## src/rtl/line_draw_arbiter.sv

```systemverilog
// Two-port round-robin arbiter in front of a single line_drawer: captures the
// winning command, runs the drawer's start/done handshake and guards it with a watchdog.
//
// Handshakes: req[i] is a valid held with a stable cmd until gnt[i] pulses (the
// capture acknowledge); start is the drawer's valid, held until done is seen,
// after which done must fall again before the next command can be captured.
module line_draw_arbiter #(
  parameter int X_W            = 8,
  parameter int Y_W            = 7,
  parameter int COL_W          = 3,
  parameter int TIMEOUT_CYCLES = 65536
) (
  input  logic                           clk,
  input  logic                           reset_n,
  input  logic [1:0]                     req,
  input  logic [2*X_W+2*Y_W+COL_W-1:0]   cmd0,
  input  logic [2*X_W+2*Y_W+COL_W-1:0]   cmd1,
  output logic [1:0]                     gnt,
  output logic [1:0]                     cmpl,
  output logic                           cmpl_err,
  output logic                           timeout_err,
  output logic                           busy,
  output logic                           start,
  output logic [X_W-1:0]                 x0,
  output logic [Y_W-1:0]                 y0,
  output logic [X_W-1:0]                 x1,
  output logic [Y_W-1:0]                 y1,
  output logic [COL_W-1:0]               colour,
  input  logic                           done,
  output logic [1:0]                     dbg_state
);

  localparam int CMD_W = 2*X_W + 2*Y_W + COL_W;
  localparam int WD_W  = $clog2(TIMEOUT_CYCLES);
  localparam logic [WD_W-1:0] WD_LAST = WD_W'(TIMEOUT_CYCLES - 1);

  localparam logic [1:0] S_IDLE    = 2'd0;
  localparam logic [1:0] S_DRAW    = 2'd1;
  localparam logic [1:0] S_RELEASE = 2'd2;

  logic [1:0]       r_state;
  logic             r_owner;
  logic             r_last;
  logic [WD_W-1:0]  r_wd;
  logic [1:0]       r_gnt;
  logic [1:0]       r_cmpl;
  logic             r_cmpl_err;
  logic             r_timeout_err;
  logic             r_busy;
  logic             r_start;
  logic [CMD_W-1:0] r_cmd;

  logic             w_win;
  logic [CMD_W-1:0] w_cmd;

  // A tie goes to whichever requester did not own the previous draw.
  always_comb begin
    w_win = 1'b0;
    case (req)
      2'b10:   w_win = 1'b1;
      2'b11:   w_win = ~r_last;
      default: w_win = 1'b0;
    endcase
    w_cmd = w_win ? cmd1 : cmd0;
  end

  always_ff @(posedge clk) begin
    if (!reset_n) begin
      r_state       <= S_IDLE;
      r_owner       <= 1'b0;
      r_last        <= 1'b1;
      r_wd          <= '0;
      r_gnt         <= '0;
      r_cmpl        <= '0;
      r_cmpl_err    <= 1'b0;
      r_timeout_err <= 1'b0;
      r_busy        <= 1'b0;
      r_start       <= 1'b0;
      r_cmd         <= '0;
    end else begin
      r_gnt      <= '0;
      r_cmpl     <= '0;
      r_cmpl_err <= 1'b0;
      case (r_state)
        S_IDLE: begin
          if (req != 2'b00) begin
            r_state <= S_DRAW;
            r_cmd   <= w_cmd;
            r_owner <= w_win;
            r_last  <= w_win;
            r_wd    <= '0;
            r_gnt   <= w_win ? 2'b10 : 2'b01;
            r_start <= 1'b1;
            r_busy  <= 1'b1;
          end
        end
        S_DRAW: begin
          // done takes priority over the watchdog limit in the same cycle.
          if (done) begin
            r_state <= S_RELEASE;
            r_start <= 1'b0;
            r_cmpl  <= r_owner ? 2'b10 : 2'b01;
          end else if (r_wd == WD_LAST) begin
            r_state       <= S_RELEASE;
            r_start       <= 1'b0;
            r_cmpl        <= r_owner ? 2'b10 : 2'b01;
            r_cmpl_err    <= 1'b1;
            r_timeout_err <= 1'b1;
          end else begin
            r_wd <= r_wd + WD_W'(1);
          end
        end
        S_RELEASE: begin
          // Wait out a lingering done so it cannot complete the next draw.
          if (!done) begin
            r_state <= S_IDLE;
            r_busy  <= 1'b0;
          end
        end
        default: begin
          r_state <= S_IDLE;
          r_busy  <= 1'b0;
          r_start <= 1'b0;
        end
      endcase
    end
  end

  assign gnt         = r_gnt;
  assign cmpl        = r_cmpl;
  assign cmpl_err    = r_cmpl_err;
  assign timeout_err = r_timeout_err;
  assign busy        = r_busy;
  assign start       = r_start;
  assign {x0, y0, x1, y1, colour} = r_cmd;
  assign dbg_state   = r_state;

endmodule

```

## config.mk

```make
export PLATFORM = sky130hd
export DESIGN_NAME = line_draw_arbiter
export DESIGN_NICKNAME = d
export VERILOG_FILES = /design/src/rtl/line_draw_arbiter.sv
export SDC_FILE = /design/constraint.sdc
export NUM_CORES = 1
export LEC_CHECK = 0
export CORE_MARGIN = 4
export CORE_UTILIZATION = 39
export DETAILED_ROUTE_END_ITERATION = 8
export PLACE_DENSITY = 0.76
export SYNTH_ARGS = -nofsm -noshare
export SYNTH_HDL_FRONTEND = slang
export SYNTH_SLANG_ARGS = --single-unit
```

## constraint.sdc

```tcl
create_clock -name clk -period 1.8 [get_ports clk]
set_clock_uncertainty 0.15 [all_clocks]
set_input_delay 0.36 -clock clk [delete_from_list [all_inputs] [get_ports clk]]
set_output_delay 0.36 -clock clk [all_outputs]
set_load 0.03 [all_outputs]
```

==> metrics.txt <==
Synth top area share 43.1%; WL/cell 16.2 µm; CP max FO 3; final wirelength 8.67 mm; CP max stage cell or4_4; Slew HR 73.1%; Clock Latency Late Sink 340 ps; Setup WS post-layout 5.15 ps; Max Slew Vio Count 0; final number of hold-violating endpoints 0; Post-Place Setup Slack -421 ps; outcome complete, no violations; Yosys reg bits 61; Max Cap Viol 0; final setup fails 0; Mapped Area 2830 µm²; crit path DAT 1870 ps; Pre-antenna DRT Iters 4; Worst Setup Start Kind flip-flop; warnings from Yosys 0; CTS tree yes; CP Cell Sequence ha_4, nand2_1, or4_4, and3_1, a211o_1; post-synth top area cell dfxtp_1; Critical Path Sink Type flip-flop; syn_area_per_cell 9.38 µm²; Core Box Area 6910 µm²; slowest stage delay, CP 490 ps; Via density 5.32; critical path class reg2reg; cts hold-fix bufs 0; worst vdd ir 0.421 mV; register area share after synthesis 43.1%; Ant. Diodes 0; IO Port Bufs 113; nets 508; vias 2,846; fin area 4480 µm²; RePlAce Congestion 0.820; worst min path class reg2reg; Primary FF master, synth dfxtp_1; post-route ant nets 0; Final period util 99.7%; WP data required 1880 ps; fin cells 535; RSZ-0062 raised after global routing yes; Residual DRC 0; die area 8690 µm²; Lkg Pwr 0.00194 µW; die height 93.2 µm; CTS sink cnt 61; clk slew on worst S/H paths 70 ps; post-synth cell types 53; Initial Util 41.0%; grt total ovfl 0; Max H-tree Level 3; Rows 30; total CTS buffers 9; instance count of the mapped netlist 302; CTS root buf clkbuf_8; initial antenna violation count 0; Post-DP Area 4270 µm²; synth top area cells dfxtp_1, mux2i_1, a211oi_1, nor2_1, and3_1; maximum clock rate 557 MHz; first-pass GRT wire length 13.8 mm; DR iter-0 viols 143; Syn-to-layout area delta 58.2%; fillers 603; Synth async-reset ratio 0%; Slew @ Worst Pin 403 ps; largest net degree at the start of global routing 38; Placed Instances 521; Total GRT Usage 20.4%; Die Width 93.2 µm; Max Root-Sink Buffers 2; number of synthesized flops with an enable pin 0; share of cells above drive strength 1 16.9%; PwrDens 865 nW/µm²; Mapped Nets 374; num ports 114; vias in the first global route 2,902; Post-DP HPWL 6.45 mm; minimum clock period 1790 ps
==> cells by family (layout without fill, tap and decap cells) <==
group	count (synthesis)	in the layout	synth area share, %
mux	35	35	12.4
compound gates	82	82	22.2
flops	61	61	43.1
buf+inv	25	162	4.24
fa+ha+maj	1	1	0.442
simple gates	98	98	17.6
==> critical path: cells and delay by family (launching register included) <==
kind                     cells  cell delay [ps]
AND/OR/NAND/NOR              3              770
flip-flops                   1              360
AO/OA/AOI/OAI                1              250
adder cells (fa/ha/maj)      1              140
==> metal layers <==
layer / global-route usage (%) / up-vias / wire (µm)
met1: 22.5 / 1322 / 3340
met4: 8.18 / 0 / 170
met3: 7.96 / 14 / 735
li1: - / 1400 / -
met2: 35.0 / 110 / 4420
met5: 0 / - / 0
==> cells in the mapped netlist (all sizes together) (2+ instances only) <==
master   instances
inv              3
nor4             3
a2111oi          2
nor3             7
nand3            8
clkbuf          10
a31o             3
o211ai           6
nor2            40
mux2i           34
a21oi            8
dfxtp           61
o21ai            7
nor3b            2
and3             9
a21o             2
o22ai            2
nor4b            2
nand2           15
a211oi          33
a221o            2
a32o             2
nand2b           2
and4             2
buf             12
nand4            3
a211o            6
==> sequential cells by signal, summed over array words and instances (netlist names) <==
signal       count
r_cmd           33
r_wd            16
cmpl             2
dbg_state        2
gnt              2
busy             1
cmpl_err         1
r_last           1
r_owner          1
start            1
timeout_err      1
==> placed cells by master (no fill, tap or decap), drive strengths merged, types with 6 or more instances in the layout <==
cell type      count
a21oi              8
dfxtp             61
clkdlybuf4s50     70
nand3              8
nor3               7
nor2              40
a211oi            33
buf               32
dlygate4sd2       43
nand2             15
a211o              6
and3               9
mux2i             34
o211ai             6
o21ai              7
clkbuf            13
==> metrics by stage <==
step           setup TNS (ps)  power [µW]  utilization (%)  hold slack [ps]
2_1_floorplan               0        2190                -              267
3_3_place_gp            -9170        2730             61.8              290
3_5_place_dp           -12120        2750             61.8              297
4_1_cts                     0        3900             64.1              304
5_1_grt                 -99.4        4080             64.9              342
6_report                    0        3870             64.9              300
==> where the power goes <==
group	total, µW	internal [µW]	switching, µW
clock	1240	738	500
combinational	1090	487	600
sequential	1550	1480	73.1
==> cell type report <==
cell class,instances,area (µm²),share of cell area [%]
Multi-Input combinational cell,216,1560,34.8
Timing Repair Buffer,145,1360,30.3
Sequential cell,61,1230,27.6
Clock buffer,13,169,3.77
Tap cell,96,120,2.68
Clock inverter,1,30.0,0.670
Inverter,3,11.3,0.251
==> worst paths after layout <==
kind                             from                       end  slack (ps)  depth (start not counted)
min          timeout_err$_SDFFE_PN0P_  timeout_err$_SDFFE_PN0P_         300                          1
max              r_wd[1]$_SDFFE_PN0P_     r_wd[12]$_SDFFE_PN0P_           5                          5
min reg2reg  timeout_err$_SDFFE_PN0P_  timeout_err$_SDFFE_PN0P_         300                          1
max reg2reg      r_wd[1]$_SDFFE_PN0P_     r_wd[12]$_SDFFE_PN0P_           5                          5
==> what timing repair did <==
item | 4_1_cts | 5_1_grt
setup buffers | 0 | 0
pin swaps | 0 | 2
resized for setup | 48 | 15
setup endpoints to repair | 46 | 13
No activity file was read; power rests on OpenSTA's default activity.
